$ cat config.mk
export PLATFORM = sky130hd
export DESIGN_NAME = dmem_lsu
export DESIGN_NICKNAME = d
export VERILOG_FILES = /design/src/rtl/dmem_lsu_pkg.sv /design/src/rtl/dmem_lsu_align.sv /design/src/rtl/dmem_lsu.sv
export SDC_FILE = /design/constraint.sdc
export NUM_CORES = 1
export LEC_CHECK = 0
export BUFFER_PORTS_ARGS = -buffer_cell sky130_fd_sc_hd__buf_2
export CORE_AREA = 3 3 74 146
export DETAILED_ROUTE_END_ITERATION = 8
export DIE_AREA = 0 0 77 149
export PLACE_DENSITY = 0.78
export RECOVER_POWER = 100
export SLEW_MARGIN = 0
export SYNTH_ARGS = -nofsm -noshare
export SYNTH_HDL_FRONTEND = slang
export SYNTH_SLANG_ARGS = --single-unit
$ cat constraint.sdc
create_clock -name clock -period 2.8 [get_ports clock]
set_input_delay 0 -clock clock [delete_from_list [all_inputs] [get_ports clock]]
set_output_delay 0 -clock clock [all_outputs]
set_load 0.005 [all_outputs]
$ cat src/rtl/dmem_lsu_pkg.sv
// Shared encodings for the DMEM load/store unit: access sizes, FSM states,
// DMEM geometry and address alignment helpers.
package dmem_lsu_pkg;

   localparam int DMEM_ADDR_W = 13;
   localparam int BANK_W      = 3;

   localparam logic [1:0] SZ_BYTE = 2'd0;
   localparam logic [1:0] SZ_HALF = 2'd1;
   localparam logic [1:0] SZ_WORD = 2'd2;

   typedef enum logic [2:0] {
      ST_IDLE,
      ST_RD,
      ST_CAP,
      ST_WR,
      ST_RESP
   } state_t;

   // Size 3 falls into the default arm and behaves as a word.
   function automatic logic [1:0] align_lo(input logic [1:0] size, input logic [1:0] lo);
      case (size)
         SZ_BYTE: return lo;
         SZ_HALF: return {lo[1], 1'b0};
         default: return 2'b00;
      endcase
   endfunction

   function automatic logic is_misaligned(input logic [1:0] size, input logic [1:0] lo);
      case (size)
         SZ_BYTE: return 1'b0;
         SZ_HALF: return lo[0];
         default: return |lo;
      endcase
   endfunction

endpackage

$ cat src/rtl/dmem_lsu_align.sv
// Lane steering between a 32-bit DMEM word and byte/half/word accesses:
// little-endian load extract with sign/zero extension, and store lane merge.
module dmem_lsu_align
   import dmem_lsu_pkg::*;
(
   input  logic [1:0]  size,
   input  logic        sgn,
   input  logic [1:0]  lane,
   input  logic [31:0] rword,
   input  logic [31:0] wdata,
   output logic [31:0] load_data,
   output logic [31:0] merge_word
);

   logic [7:0]  byte_v;
   logic [15:0] half_v;

   always_comb begin
      byte_v     = rword[{lane, 3'b000} +: 8];
      half_v     = rword[{lane[1], 4'b0000} +: 16];
      load_data  = rword;
      merge_word = wdata;
      case (size)
         SZ_BYTE: begin
            load_data  = {{24{sgn & byte_v[7]}}, byte_v};
            merge_word = rword;
            merge_word[{lane, 3'b000} +: 8] = wdata[7:0];
         end
         SZ_HALF: begin
            load_data  = {{16{sgn & half_v[15]}}, half_v};
            merge_word = rword;
            merge_word[{lane[1], 4'b0000} +: 16] = wdata[15:0];
         end
         default: ;
      endcase
   end

endmodule

$ cat src/rtl/dmem_lsu.sv
// Load/store unit in front of DMEM: one request at a time, sub-word stores as
// read-modify-write. DMEM_LSU_MISALIGN_TRAP_EN turns misaligned accesses into errors.
module dmem_lsu
   import dmem_lsu_pkg::*;
#(
   parameter int ADDR_W = 15,
   parameter int DATA_W = 32
)
(
   input  logic                   clock,
   input  logic                   reset,
   input  logic                   req_valid,
   output logic                   req_ready,
   input  logic                   req_write,
   input  logic [1:0]             req_size,
   input  logic                   req_signed,
   input  logic [ADDR_W-1:0]      req_addr,
   input  logic [DATA_W-1:0]      req_wdata,
   output logic                   rsp_valid,
   input  logic                   rsp_ready,
   output logic [DATA_W-1:0]      rsp_rdata,
   output logic                   rsp_error,
   output logic [DMEM_ADDR_W-1:0] dmem_address,
   output logic [DATA_W-1:0]      dmem_data_in,
   output logic                   dmem_read_write,
   input  logic [DATA_W-1:0]      dmem_dataOut
);

   state_t              state_q, state_d;
   logic                accept, trap;
   logic                lat_write, lat_signed;
   logic [1:0]          lat_size;
   logic [ADDR_W-1:0]   addr_q;
   logic [DATA_W-1:0]   wdata_q, rdata_q;
   logic [DATA_W-1:0]   ld_data, mg_word;

   assign accept = req_valid && (state_q == ST_IDLE);

`ifdef DMEM_LSU_MISALIGN_TRAP_EN
   logic error_q;
   assign trap = is_misaligned(req_size, req_addr[1:0]);
   always_ff @(posedge clock or posedge reset)
      if (reset)       error_q <= 1'b0;
      else if (accept) error_q <= trap;
   assign rsp_error = error_q;
`else
   assign trap      = 1'b0;
   assign rsp_error = 1'b0;
`endif

   always_ff @(posedge clock or posedge reset)
      if (reset) state_q <= ST_IDLE;
      else       state_q <= state_d;

   always_comb begin
      state_d = state_q;
      case (state_q)
         ST_IDLE:
            if (accept) begin
               if (trap)                        state_d = ST_RESP;
               else if (req_write && req_size[1]) state_d = ST_WR;
               else                             state_d = ST_RD;
            end
         ST_RD:   state_d = ST_CAP;
         ST_CAP:  state_d = lat_write ? ST_WR : ST_RESP;
         ST_WR:   state_d = ST_RESP;
         ST_RESP: if (rsp_ready) state_d = ST_IDLE;
         default: state_d = ST_IDLE;
      endcase
   end

   // Decoded straight from the state so reset drops a pending write at once.
   always_comb begin
      req_ready       = (state_q == ST_IDLE);
      rsp_valid       = (state_q == ST_RESP);
      dmem_read_write = (state_q == ST_WR);
   end

   // wdata_q doubles as the DMEM write word: raw store data, later the merge.
   always_ff @(posedge clock or posedge reset)
      if (reset) begin
         lat_write  <= 1'b0;
         lat_signed <= 1'b0;
         lat_size   <= SZ_BYTE;
         addr_q     <= '0;
         wdata_q    <= '0;
         rdata_q    <= '0;
      end else begin
         case (state_q)
            ST_IDLE:
               if (accept) begin
                  lat_write  <= req_write;
                  lat_signed <= req_signed;
                  lat_size   <= req_size;
                  addr_q     <= {req_addr[ADDR_W-1:2], align_lo(req_size, req_addr[1:0])};
                  wdata_q    <= req_wdata;
                  rdata_q    <= '0;
               end
            ST_CAP:
               if (lat_write) wdata_q <= mg_word;
               else           rdata_q <= ld_data;
            default: ;
         endcase
      end

   dmem_lsu_align u_align (
      .size       (lat_size),
      .sgn        (lat_signed),
      .lane       (addr_q[1:0]),
      .rword      (dmem_dataOut),
      .wdata      (wdata_q),
      .load_data  (ld_data),
      .merge_word (mg_word)
   );

   assign dmem_address = addr_q[ADDR_W-1:2];
   assign dmem_data_in = wdata_q;
   assign rsp_rdata    = rdata_q;

endmodule

# Yosys cells after proc, flatten, opt, wreduce, memory -nomap -nowiden
# Index checks and enable logic that the tools add are counted.
# Widths: inputs -> output; s select.
dict set report classes {
  n_addsub 2
  multipliers 0
  div 0
  order_cmp 0
  n_eq_ne 11
  shift 6
  n_mux 16
  n_bitwise 2
  n_reduce_logical 10
}
# cell count
set op_table {}
lappend op_table {{$pmux 32 s2} 4}
lappend op_table {{$mux 32} 4}
lappend op_table {{$bwmux 32} 2}
lappend op_table {{$shift 16x7->32 const A} 1}
lappend op_table {{$shift 8x7->32 const A} 1}
lappend op_table {{$shiftx 16x7->32} 1}
lappend op_table {{$shiftx 32x6->16} 1}
lappend op_table {{$shiftx 32x6->8} 1}
lappend op_table {{$shiftx 8x7->32} 1}
lappend op_table {{$pmux 3 s5} 1}
lappend op_table {{$neg 5->7} 2}
lappend op_table {{$mux 3} 3}
lappend op_table {{$eq 3x2->1 const B} 2}
lappend op_table {{$eq 2x1->1 const B} 2}
lappend op_table {{$logic_not 2->1} 2}
lappend op_table {{$ne 2x1->1 const B} 2}
lappend op_table {{$ne 2x2->1 const B} 2}
lappend op_table {{$pmux 2 s2} 1}
lappend op_table {{$reduce_and 2->1} 2}
lappend op_table {{$reduce_and 4->1} 1}
lappend op_table {{$eq 3x1->1 const B} 1}
lappend op_table {{$eq 3x3->1 const B} 1}
lappend op_table {{$logic_not 3->1} 1}
lappend op_table {{$ne 3x1->1 const B} 1}
lappend op_table {{5 further kinds} 7}
dict set report word_totals {
  register_bits 86
  latch_bits 0
  ramBits 0
  rom_bits 0
  wordCells 54
  mem_count 0
}

# Longest topological paths before layout
dict set report depth {
  ltp_word 6
  ltp_mapped 10
  mapped_depth_nobuf 6
}

# Modules after synthesis
# A second synthesis with hierarchy kept.
dict set report unflattened {
  hier_cells 598
  area_unflattened_um2 5765.5
}
# mod n_inst cells_each area_each_um2 seq_area_each_um2
set by_module_without_submodules {}
lappend by_module_without_submodules {dmem_lsu 1 317 3993.8 2152.1}
lappend by_module_without_submodules {dmem_lsu_align 1 281 1771.7 0.0}

# Worst setup path before layout
# OpenSTA, ideal clock, no wires.
dict set report synth_timing {
  path_kind {flip-flop to flip-flop}
  startpoint {register addr_q[1]}
  endpoint {register wdata_q[25], in the netlist dmem_data_in[25]}
  t_arrival_ns 2.330
  required_ns 2.712
  path_slack_ns 0.382
  path_stages_with_launch 10
  n_path_buf 3
  period_less_slack_ns 2.418
  path_cell_list {dfrtp_1 buf_2 inv_1 buf_1 ha_1 nor4bb_1 and3_1 clkbuf_1 nand2_1 a41oi_1}
}
dict set report synth_via {
  elab_chain_cells 6
  elab_cells_between_ends 11
  classes_between {add/sub (2); shift (4); mux (5)}
}
# element line
set synth_lines {}
lappend synth_lines {{start: declaration} dmem_lsu.sv:33} ;# logic [ADDR_W-1:0] addr_q;
lappend synth_lines {{start signal: assignment} dmem_lsu.sv:95} ;# addr_q <= {req_addr[ADDR_W-1:2], align_lo(req_size, req_addr[1:0])};
lappend synth_lines {{$neg 5->7, on equally long branches} {dmem_lsu_align.sv:32, dmem_lsu_align.sv:27}}
lappend synth_lines {{$shiftx 16x7->32, or another cell as far along} dmem_lsu_align.sv:32} ;# merge_word[{lane[1], 4'b0000} +: 16] = wdata[15:0];
lappend synth_lines {{$bwmux 32, on equally long branches} {dmem_lsu_align.sv:32, dmem_lsu_align.sv:27}}
lappend synth_lines {{$pmux 32 s2 (*)} dmem_lsu_align.sv:23} ;# case (size)
lappend synth_lines {{$mux 32 (*)} dmem_lsu.sv:100} ;# if (lat_write) wdata_q <= mg_word;
lappend synth_lines {{$pmux 32 s2 (*)} dmem_lsu.sv:89} ;# case (state_q)
lappend synth_lines {{end signal: assignment} dmem_lsu.sv:96} ;# wdata_q <= req_wdata;
lappend synth_lines {{end signal: assignment} dmem_lsu.sv:100}
lappend synth_lines {{end: declaration} dmem_lsu.sv:34} ;# logic [DATA_W-1:0] wdata_q, rdata_q;
# Mark *: on every way between the ends. The rest lies on a longest branch, timed or not. The select of a mux whose other input is x is not followed.
# A chain may end at the register's enable or synchronous reset.

# Final worst setup path
dict set report layout_timing {
  startpoint {register state_q[0]}
  endpoint {register wdata_q[22], in the netlist dmem_data_in[22]}
}
dict set report layout_via {
  elab_chain_cells 4
  elab_cells_between_ends 9
  classes_between {eq/ne (4); mux (1); reduce/logical (4)}
}
# element line
set layout_lines {}
lappend layout_lines {{start: declaration} dmem_lsu.sv:29} ;# state_t state_q, state_d;
lappend layout_lines {{start signal: assignment} dmem_lsu.sv:53} ;# else state_q <= state_d;
lappend layout_lines {{$logic_not 3->1} {dmem_lsu.sv:37, dmem_lsu.sv:89}}
lappend layout_lines {{$logic_and 1x1->1} dmem_lsu.sv:37} ;# assign accept = req_valid && (state_q == ST_IDLE);
lappend layout_lines {{$ne 2x1->1 (no source line)} n/a}
lappend layout_lines {{$reduce_and 4->1 (no source line)} n/a}
# Parallel ways exist; a longest one is shown, timed or not.

==> run metrics <==
worst r2r src=state_q[0]; Startpoint Class=flop; crit path to=dmem_data_in[22]; CTS tree=done; EDFF count, synth=0; gpl congestion=between 0.9 and 1; Seq/Total Area, Yosys=0.431; Crit Path Max Fanout=18; GRT overflow=0; Chip Height=approximately 150 um; syn_area_per_cell=~9.8 um^2; Max Clock Freq=between 400 and 500 MHz; FP Rows=a little over 50; Vias=4,806; status=finished clean; Commonest cells post-synth=dfrtp_1 (86), nand2_1 (54), nor2_1 (31); critical path's largest stage delay=about 0.6 ns; share of layout cells above drive strength 1=0.240; CP bufs+invs=2; Reg2Reg Capture Point=dmem_data_in[22]; clk buf depth=2; initial antenna violation count=0; Final Cycle Share=0.870; Starting DRT DRC Count=between 400 and 500; Comb power frac=0.470; top cells by area, synth=dfrtp_1 (43%), a221o_1 (4.6%), mux2i_1 (4.6%); Post-Place Setup Slack=about 0.24 ns; Worst setup EP type=flop; cell count along the critical path=5; Sw Share=0.420; Slew HR=0.150; root buffer cell=clkbuf_16; Cells after Synth=between 500 and 600; total power per unit cell area=between 1000 and 1500 nW/um^2; slowest CP cell=or3b_1; final core occ=0.662; DR vias/cell=5.81; Critical Path Source=state_q[0]; DRC Markers=0; Setup Total Neg Slack=0 ns; P_leak=~2.9 nW; crit path time final=around 2.4 ns; initial core utilization=0.511; syn nets=600; worst hold slack=~0.000042 ns; die area=11,500 um^2; Net Sw Power=2.79 mW; IO buf count=about 170; Setup violations, final=0; Slew @ Worst Pin=between 1 and 1.5 ns; first-pass GRT wire length=~25 mm; n_diodes=0; NumNets Final=approximately 780; detailed placement HPWL=12.4 mm; Final ANT Viol Nets=0; final hold vios=0; WL/cell=around 20 um; Synth async-reset ratio=1.00; flop2flop setup slack=0.36 ns; Total GRT Usage=0.289; Worst Hold Depth=3; maximum VDD drop=0.000562 V; Seq pwr share=0.343; most common cell in the netlist=dfrtp_1; kind of critical path=reg2reg; die width=77 um; clock slew at reported path FFs=~0.07 ns; H-tree levels=3; IO Pins=~170; Clock Skew=around 0.0085 ns; final setup margin=about 0.36 ns; family with the most delay on the worst path=buffers and inverters; Slew Viols, Final=0; Main synth FF type=dfrtp_1; number of global-route vias before repair=roughly 4,800; min-delay worst type=in2reg; Worst-Skew Late Latency=between 0.3 and 0.4 ns; core box area=just under 10,000 um^2; internal power=about 3.8 mW; area leader, netlist=dfrtp_1; CTS sink count=between 80 and 90; Synth Register Bits=between 80 and 90; DR pass1 iterations=5; crit path DAT=approximately 2.7 ns; post-synthesis cell type count=between 50 and 60; Clock power frac=0.187; Synth warnings=0; area delta synth->final=29.5%; routed wire length=between 15 and 20 mm; cells along the critical path=or3b_1 > clkbuf_1 > clkbuf_2 > a221oi_1 > o22ai_1; largest net degree at the start of global routing=39; Final Power=around 6.6 mW; Maximum Capacitance Violations=0; setup repair after global routing missed its margin=false; Post-Synthesis Cell Area=between 4000 and 5000 um^2; top cell type's share of synthesized area=0.431; R2R cell count=5; total CTS buffers=9; Worst EP required=approximately 3.0 ns
## layout make-up
type | count | area, um^2
inverter | 18 | 68.8
fill | 827 | 3300
tap | 132 | 165
sequential | 86 | 2150
clock inverter | 7 | 85.1
multi-input combinational | 345 | 2400
timing repair buffer | 230 | 1360
clock buffer | 9 | 225
## power groups by stage
| stage | Combinational (mW) | Sequential (mW) | Clock [mW] |
|---|---|---|---|
| after floorplan | 2.37 | 2.11 | 0 |
| after global placement | 3.07 | 2.24 | 0 |
| after detailed placement | 3.17 | 2.27 | 0 |
| after CTS | 3.24 | 2.24 | 1.25 |
| after global routing | 3.40 | 2.34 | 1.29 |
| final | 3.12 | 2.27 | 1.24 |
## worst min-delay path by stage
stage                                 from             to  slack, ns
after floorplan                req_size[0]    lat_size[0]       0.12
after global placement               reset      addr_q[7]      -0.06
after detailed placement             reset      addr_q[4]      -0.06
after CTS                 dmem_dataOut[19]  rsp_rdata[19]     0.0003
after global routing      dmem_dataOut[17]  rsp_rdata[17]       0.02
final                      dmem_dataOut[0]   rsp_rdata[0]    0.00004
## flip-flops by register name, indices dropped and copies added (netlist names)
name	flops
rsp_rdata	32
state_q	3
lat_size	2
addr_q	15
lat_write	1
dmem_data_in	32
lat_signed	1
## cells in the final DEF, fill, tap and decap left out, types with 3 or more instances in the layout
cell type	count
nand2b_1	3
a22o_1	9
a22oi_1	6
nand3_1	4
nor2b_1	3
ha_1	5
a221oi_1	4
or3_1	7
nor3_1	10
and3_1	7
a41oi_1	5
dfrtp_1	86
a21oi_1	23
nand2_1	54
a221o_1	23
and2_0	4
mux2_4	3
a211oi_1	9
inv_1	17
mux2_1	17
dlygate4sd3_1	49
mux2_2	3
nor2_1	31
o21ai_0	28
buf_2	120
clkbuf_16	9
a211o_1	3
clkbuf_1	46
buf_4	10
clkbuf_2	5
o22ai_1	10
a32o_1	8
a31oi_1	5
o21ai_1	8
mux2i_1	23
o31ai_1	8
## repair_timing
action	4_1_cts	5_1_grt
buffers inserted	0	0
hold buffers	48	1
endpoints found under the setup margin	0	6
gates resized for setup	0	1
endpoints found under the hold margin	95	1
## layer usage
layer,global-route usage,part of all wire,vias up
met4,0.218,0.078,0
met3,0.0478,0.054,75
met1,0.307,0.35,2285
met2,0.506,0.52,226
met5,0,0,-
li1,-,-,2220
## stage by stage
| stage | area [um^2] | instances |
|---|---|---|
| after CTS | 6550 | 826 |
| after global placement | 5760 | 762 |
| after global routing | 6460 | 827 |
| after floorplan | 4990 | 508 |
| after detailed placement | 5760 | 762 |
| final | 6460 | 827 |
## worst min-delay path: cells and delay by family
kind | cells | cell delay, ns
buffers and inverters | 1 | 0.09
AOI/OAI and AO/OA | 2 | 0.21
## logic make-up (layout without fill, tap and decap cells)
group | Yosys count | in the layout | synth area share
adder cells (fa/ha/maj) | 5 | 5 | 0.0125
other | 1 | 1 | 0.000752
multiplexers | 47 | 47 | 0.109
buffers and inverters | 77 | 264 | 0.0820
flip-flops | 86 | 86 | 0.431
AO/OA/AOI/OAI | 156 | 156 | 0.233
AND/OR/NAND/NOR | 136 | 136 | 0.132
No activity file was read; power rests on OpenSTA's default activity.
